--- src/rtl/beat_scheduler.sv ---
// beat_scheduler
// Beat generator for a 16-step sequencer.
// STOP/PLAY/PAUSE FSM driven by one-cycle button pulses. While playing, a
// period counter produces one beat_tick every `period` clk cycles and steps
// beat_idx through 0..15.
//
// Ports:
//   clk        - sole clock, rising edge
//   rst_n      - asynchronous active-low reset
//   btn_play   - one-cycle play/pause toggle pulse (debounced)
//   btn_stop   - one-cycle stop pulse (debounced), wins over btn_play
//   tempo_sel  - beat period select: 0 slow, 1 medium, 2/3 fast
//   loop_en    - 1 = wrap after beat 15, 0 = end the sequence after beat 15
//   play_pause - high while in PLAY (LED chaser enable)
//   beat_tick  - one-cycle strobe per beat (LED chaser step)
//   beat_idx   - current beat number 0..15
//   state      - 2'b00 STOP, 2'b01 PLAY, 2'b10 PAUSE
//   done       - one-cycle strobe when a non-looping sequence ends
// All outputs come straight from flops.
module beat_scheduler #(
   parameter int unsigned TICKS_SLOW = 32'd50_000_000,
   parameter int unsigned TICKS_MED  = 32'd25_000_000,
   parameter int unsigned TICKS_FAST = 32'd12_500_000
) (
   input  logic       clk,
   input  logic       rst_n,
   input  logic       btn_play,
   input  logic       btn_stop,
   input  logic [1:0] tempo_sel,
   input  logic       loop_en,
   output logic       play_pause,
   output logic       beat_tick,
   output logic [3:0] beat_idx,
   output logic [1:0] state,
   output logic       done
);

   localparam logic [1:0] ST_STOP  = 2'b00;
   localparam logic [1:0] ST_PLAY  = 2'b01;
   localparam logic [1:0] ST_PAUSE = 2'b10;

   // Beat period in clk cycles for a given tempo selection.
   function automatic logic [31:0] tempo_period(input logic [1:0] sel);
      logic [31:0] p;
      case (sel)
         2'd0:    p = 32'(TICKS_SLOW);
         2'd1:    p = 32'(TICKS_MED);
         default: p = 32'(TICKS_FAST);
      endcase
      return p;
   endfunction

   logic [1:0]  state_r, state_s;
   logic [31:0] cnt_r, cnt_s;
   logic [31:0] period_r, period_s;
   logic [3:0]  idx_r, idx_s;
   logic        tick_r, tick_s;
   logic        done_r, done_s;
   logic        pp_r;
   logic        terminal_s;

   // Last cycle of the current beat.
   assign terminal_s = (cnt_r == (period_r - 32'd1));

   // Next-state logic for FSM, period counter, beat index and strobes.
   always_comb begin
      state_s  = state_r;
      cnt_s    = cnt_r;
      period_s = period_r;
      idx_s    = idx_r;
      tick_s   = 1'b0;
      done_s   = 1'b0;
      if (btn_stop) begin
         // Stop wins over everything, including a coincident terminal count.
         state_s = ST_STOP;
         cnt_s   = 32'd0;
         idx_s   = 4'd0;
      end else begin
         case (state_r)
            ST_STOP: begin
               cnt_s = 32'd0;
               idx_s = 4'd0;
               if (btn_play) begin
                  state_s  = ST_PLAY;
                  period_s = tempo_period(tempo_sel);
               end else begin
                  state_s = ST_STOP;
               end
            end
            ST_PLAY: begin
               if (terminal_s) begin
                  // Beat boundary: tempo is re-sampled only here.
                  cnt_s    = 32'd0;
                  tick_s   = 1'b1;
                  period_s = tempo_period(tempo_sel);
                  if (idx_r == 4'd15) begin
                     idx_s = 4'd0;
                     if (!loop_en) begin
                        // End of sequence overrides a coincident pause.
                        state_s = ST_STOP;
                        done_s  = 1'b1;
                     end else if (btn_play) begin
                        state_s = ST_PAUSE;
                     end else begin
                        state_s = ST_PLAY;
                     end
                  end else begin
                     idx_s = idx_r + 4'd1;
                     if (btn_play) begin
                        state_s = ST_PAUSE;
                     end else begin
                        state_s = ST_PLAY;
                     end
                  end
               end else begin
                  cnt_s = cnt_r + 32'd1;
                  if (btn_play) begin
                     state_s = ST_PAUSE;
                  end else begin
                     state_s = ST_PLAY;
                  end
               end
            end
            ST_PAUSE: begin
               // cnt, idx and period hold so the partial beat resumes.
               if (btn_play) begin
                  state_s = ST_PLAY;
               end else begin
                  state_s = ST_PAUSE;
               end
            end
            default: begin
               state_s = ST_STOP;
               cnt_s   = 32'd0;
               idx_s   = 4'd0;
            end
         endcase
      end
   end

   // State and output registers with asynchronous reset.
   always_ff @(posedge clk or negedge rst_n) begin
      if (!rst_n) begin
         state_r  <= ST_STOP;
         cnt_r    <= 32'd0;
         period_r <= 32'(TICKS_SLOW);
         idx_r    <= 4'd0;
         tick_r   <= 1'b0;
         done_r   <= 1'b0;
         pp_r     <= 1'b0;
      end else begin
         state_r  <= state_s;
         cnt_r    <= cnt_s;
         period_r <= period_s;
         idx_r    <= idx_s;
         tick_r   <= tick_s;
         done_r   <= done_s;
         pp_r     <= (state_s == ST_PLAY);
      end
   end

   assign play_pause = pp_r;
   assign beat_tick  = tick_r;
   assign beat_idx   = idx_r;
   assign state      = state_r;
   assign done       = done_r;

endmodule

--- config.mk ---
export PLATFORM = sky130hd
export DESIGN_NAME = beat_scheduler
export DESIGN_NICKNAME = d
export VERILOG_FILES = /design/src/rtl/beat_scheduler.sv
export SDC_FILE = /design/constraint.sdc
export NUM_CORES = 1
export LEC_CHECK = 0
export ABC_AREA = 1
export BUFFER_PORTS_ARGS = -buffer_cell sky130_fd_sc_hd__buf_4
export CAP_MARGIN = 20
export CORE_ASPECT_RATIO = 1.75
export CORE_MARGIN = 5
export CORE_UTILIZATION = 62
export CTS_CLUSTER_SIZE = 12
export DETAILED_ROUTE_END_ITERATION = 16
export PLACE_DENSITY = 0.8
export SYNTH_ARGS = -nofsm -noshare
export SYNTH_HDL_FRONTEND = slang
export SYNTH_SLANG_ARGS = --single-unit
--- constraint.sdc ---
create_clock -name clk -period 2.9 [get_ports clk]
set_clock_uncertainty 0.05 [all_clocks]
set_input_delay 0.145 -clock clk [delete_from_list [all_inputs] [get_ports clk]]
set_output_delay 0.145 -clock clk [all_outputs]
set_load 0.005 [all_outputs]
; Yosys cells after proc, flatten, opt, wreduce, memory -nomap -nowiden
; Cells that the tools add are included.
[word_totals]
ff_bits = 73
latch_bits = 0
rom_bits = 0
ram_bits = 0
mem_count = 0
[classes]
reduce_logical = 5
n_bitwise = 1
n_eq_ne = 10
div_mod_pow = 0
n_lt_le_gt_ge = 0
mux = 27
multipliers = 0
n_shift = 0
n_addsub = 3
[ops]
columns = op, count
row1 = 32-bit 2-to-1 mux, 4
row2 = 32-bit one-hot mux with 2 select lines, 2
row3 = 26-bit one-hot mux with 2 select lines, 1
row4 = 32-bit by 1-bit adder with 32-bit output (second input constant), 1
row5 = 32-bit == test, 1
row6 = 32-bit by 1-bit subtractor with 32-bit output (second input constant), 1
row7 = 2-bit 2-to-1 mux, 6
row8 = 4-bit 2-to-1 mux, 3
row9 = 1-bit 2-to-1 mux, 9
row10 = 4-bit one-hot mux with 2 select lines, 1
row11 = 2-bit by 1-bit == test with 1-bit output (second input constant), 3
row12 = 2-bit != test (second input constant), 3
row13 = 2-bit one-hot mux with 3 select lines, 1
row14 = 4-bit by 1-bit adder with 4-bit output (second input constant), 1
row15 = 4-bit == test (second input constant), 1
row16 = 2-bit zero test, 2
row17 = 4-bit AND reduction, 1
row18 = 3-bit != test (second input constant), 1
row19 = 2-bit == test (second input constant), 1
row20 = 2-bit AND reduction, 1
row21 = 2-bit nonzero test, 1
row22 = 1-bit NOT, 1

; Depth between registers and ports, before layout
[depth]
ltp_word = 7
ltp_mapped = 14
ltp_nobuf = 14

; Worst setup path before layout
; OpenSTA, ideal clock, no wires.
[synth_timing]
kind = reg-to-reg
startpoint = register period_r[10]
endpoint = register cnt_r[27]
synth_period_minus_slack_ps = 2017
path_buffers = 0
setup_ps = 119
t_arrival_ps = 1848
required_ps = 2731
path_stages_with_launch = 13
setup_slack_ps = 883
cell_sequence = dfrtp_1 inv_1 ha_1 ha_1 inv_1 nand2_1 nand2_1 nand3_1 nor2_4 nand4_4 nand2_4 nand2_4 and2_1
[synth_between]
elab_chain_len = 5
[synth_rtl]
columns = element, line
row1 = from (decl), 55  ; logic [31:0] period_r, period_s;
row2 = from (signal assigned), 146  ; period_r <= 32'(TICKS_SLOW);
row3 = from (signal assigned), 154  ; period_r <= period_s;
row4 = 32-bit by 1-bit subtractor with 32-bit output, 63  ; assign terminal_s = (cnt_r == (period_r - 32'd1));
row5 = 32-bit == test, 63
row6 = 32-bit 2-to-1 mux, 91  ; if (terminal_s) begin
row7 = 32-bit one-hot mux with 2 select lines, 79  ; case (state_r)
row8 = 32-bit 2-to-1 mux, 73  ; if (btn_stop) begin
row9 = to (signal assigned), 153  ; cnt_r <= cnt_s;
row10 = to (decl), 54  ; logic [31:0] cnt_r, cnt_s;
; Every way passes these cells.
; A chain may end at the register's enable or synchronous reset.

; Final worst setup path
; Ends and elaborated chain as after synthesis.

==> impl_results.md <==
- Unrepaired setup endpoints after global routing: false
- Critical path arrival: 2560 ps
- Weighted congestion reported at the end of routability-driven placement: between 0.8 and 0.9
- Most used flip-flop cell after synthesis: sky130_fd_sc_hd__dfrtp_1
- Main combinational cell family by area after synthesis: simple AND/OR/NAND/NOR gates
- Tightest Hold Check Type: in2reg
- Via count of the first global-routing pass: around 2.9k
- Maximum number of pins on one net before global-route repair: 48
- Post-synthesis share of cell area spent on full adders, half adders and majority gates: roughly 1.6%
- Total iterations of the first detailed-routing run: 4
- Status: finished clean
- Max-slew headroom: about three fifths
- Mapped Cells: 456
- Total negative slack: 0 ps
- Total of flip-flops plus latches after synthesis: 47
- Clock latency reported for the late side of the worst-skew pair: 300 ps
- Setup slack of the worst register-to-register path: about 480 ps
- Xor/xnor share of the synthesized area: under 10%
- Die outline height: between 100 and 150 microns
- Share of synthesized cell area in and, or, nand and nor gates: approximately two fifths
- Critical path capture point type: flop
- Min-Delay Startpoint: tempo_sel[0]
- DR vias: between 2k and 3k
- Synthesized area: between 3000 and 4000 sq um
- End of the worst register-to-register path: cnt_r[27]
- Clock Tree Root: sky130_fd_sc_hd__clkbuf_8
- Worst setup path class: reg2reg
- Timing startpoint of the critical path: period_r[10]
- Post-synthesis compound-gate area fraction: about 6.0%
- TritonCTS buffer count: 5
- Diode count: 0
- Slew at the pin closest to its max-slew limit: ~600 ps
- Std-Cell Rows: 34
- GR Overflow Total: 0
- Count of H-tree levels built during CTS: 2
- Clock sink count: between 40 and 50
- Fraction of the cycle the final worst path needs: approximately 83%
- Crit path required time: roughly 3000 ps
- Minimum period implied by the final worst setup slack: approximately 2400 ps
- Placeable core area: ~5000 sq um
- Layout cells sized above 1: about 14%
- Crit path max-delay family: simple AND/OR/NAND/NOR gates
- Global-route wire length before repair: 13600 microns
- Final hold violation count: 0
- Critical-path top delay cell: sky130_fd_sc_hd__dfrtp_1
- Max Clock Freq: 414 MHz
- Startpoint kind of the worst setup timing path: flop
- Worst R2R Path Depth: 12
- Post-CTS Setup Repair Bufs: 0
- Cell types with the highest counts after synthesis: sky130_fd_sc_hd__nand2_1 (152), sky130_fd_sc_hd__nor2_1 (49), sky130_fd_sc_hd__inv_1 (46)
- Final Setup Violations: 0
- Initial detailed-routing violation count: roughly 140
- Stages on worst setup path: 12
- Worst Hold End: period_r[7]
- Leading post-synthesis cells by cell area: sky130_fd_sc_hd__dfrtp_1 (34%), sky130_fd_sc_hd__nand2_1 (18%), sky130_fd_sc_hd__nor2_1 (5.7%), sky130_fd_sc_hd__inv_1 (5.4%), sky130_fd_sc_hd__xor2_1 (5.2%)
- Layout overhead on the synthesized area: 8.61%
- Remaining design rule violation count: 0
- Clock slew at reported path FFs: approximately 90 ps
- Number of placed cells counting well taps: 518
- Via density per instance: between 5 and 6
- Total wire length: 8000 microns
- Final Non-Filler Cells: about 530
- Number of top-level pins: 16
- Multiplexer fraction of the synthesized cell area: less than 1%
- Share of the yosys chip area belonging to registers: a little under two fifths
- TritonCTS clock tree: done
- Horizontal die dimension: 64.4 microns
- Deepest clock path buffer count: 2
- Aggregate global-route resource usage: 25.6%
- Syn Nets: 467
- Crit path largest cell delay: 450 ps
- Total half-perimeter wirelength after legalization and detailed placement: 6060 microns
- # nets final: between 400 and 500
- Top cell type by total area after synthesis: sky130_fd_sc_hd__dfrtp_1
- Most repeated cell in the gate-level netlist after synthesis: sky130_fd_sc_hd__nand2_1
- Initial antenna violation count: 0
- Quantity of I/O buffers inserted on ports: 15
- Mean instance size in the synthesized netlist: just over 7 sq um
- Leakage power: around 1.6 nW
- Remaining number of nets flagged by the antenna check after routing: 0
- Number of warnings issued by yosys: 0
- Max-slew violation total from the final report: 0
- Area share of the leading cell type in the synthesized netlist: between 30% and 40%
- Number of cells upsized or downsized after cts: 0
- Netlist cell types: 38
- Number of max-cap violations: 0
- Power density normalized to cell area: ~430 nW/um^2
- Worst path cell trace: inv_1, ha_1, ha_1, inv_1, nand2_1, nand2_1, nand3_1, nor2_4, nand4_4, nand2_4, nand2_4, and2_1
- Area of the die: slightly below 7000 sq um
- Peak ir drop on the vdd network: 0.441 mV
- Share of flip-flops with an asynchronous set or reset after synthesis: between 90% and 100%
- Initial core utilization: 64.0%
- Number of buffer and inverter instances along the worst setup path: 2
- Min-Delay Path Depth: 4
- Number of buffers inserted by hold repair at cts: 2
- RR Startpoint: period_r[10]
- Mean routed wirelength per cell: around 15 microns
- Maximum fanout along the worst path: 27
- Count of flip-flops with a built-in enable after synthesis: 0
cell usage in the layout (no fill, tap or decap), drive strengths merged:
| master | instances |
|---|---|
| a21oi | 24 |
| a22oi | 1 |
| and2 | 1 |
| buf | 17 |
| bufinv | 2 |
| clkbuf | 6 |
| dfrtp | 44 |
| dfstp | 3 |
| dlygate4sd3 | 2 |
| ha | 4 |
| inv | 53 |
| mux2 | 1 |
| nand2 | 160 |
| nand3 | 27 |
| nand3b | 4 |
| nand4 | 16 |
| nor2 | 63 |
| nor3 | 9 |
| nor3b | 1 |
| nor4 | 2 |
| o21ai | 9 |
| o22ai | 1 |
| o41ai | 1 |
| or2 | 2 |
| xnor2 | 2 |
| xor2 | 19 |
layer usage:
metal,vias up,track usage (%),part of all wire [%]
met3,31,3.30,2.8
met4,0,13.2,5.1
met5,-,0,0
met1,1393,32.2,41
met2,68,42.7,52
li1,1481,-,-
area by class of cell:
cell class	instances	area, sq um
inverters	53	199
fillers	445	1530
multi-input cells	347	1760
repair buffers	19	148
clock inverters	2	60.1
flip-flops and latches	47	1180
well taps	54	67.6
clock buffers	6	72.6
kinds of logic (layout without fill, tap and decap cells):
logic type	after synthesis	in the layout
simple gates	285	285
buf+inv	62	80
flops	47	47
compound gates	36	36
xor+xnor	21	21
fa+ha+maj	4	4
mux	1	1
worst reg2reg max path: cells and delay by family, from the launching register on:
family	cells	cell delay [ps]
adder cells (fa/ha/maj)	2	550
buffers and inverters	2	180
flip-flops	1	450
AND/OR/NAND/NOR	8	1090
metrics by stage:
stage          hold WS [ps]  worst slack [ps]  instance area, sq um  util (%)  power, W
2_1_floorplan          -201               883                  3210         -  0.000882
3_3_place_gp            137               596                  3340      66.5  0.000945
3_5_place_dp            136               528                  3340      66.5  0.000953
4_1_cts                31.2               486                  3490      69.5   0.00152
5_1_grt                47.0               299                  3490      69.5   0.00159
6_report               31.6               483                  3490      69.5   0.00151
flip-flops by register name (all words and copies together), names as in the netlist:
signal,count
cnt_r,32
beat_idx,4
done,1
play_pause,1
state,2
beat_tick,1
period_r,6
how the worst max path moves through the flow:
stage | endpoint | slack (ps)
2_1_floorplan | cnt_r[27] | 880
3_3_place_gp | cnt_r[27] | 600
3_5_place_dp | cnt_r[27] | 530
4_1_cts | cnt_r[27] | 490
5_1_grt | cnt_r[27] | 300
6_report | cnt_r[27] | 480
where the power goes:
part           internal [W]  total, W  switching, W
Sequential         0.000680  0.000707     0.0000267
Clock              0.000345  0.000564      0.000220
Combinational     0.0000817  0.000235      0.000153
Note: power is estimated with default switching activity, not from simulation.
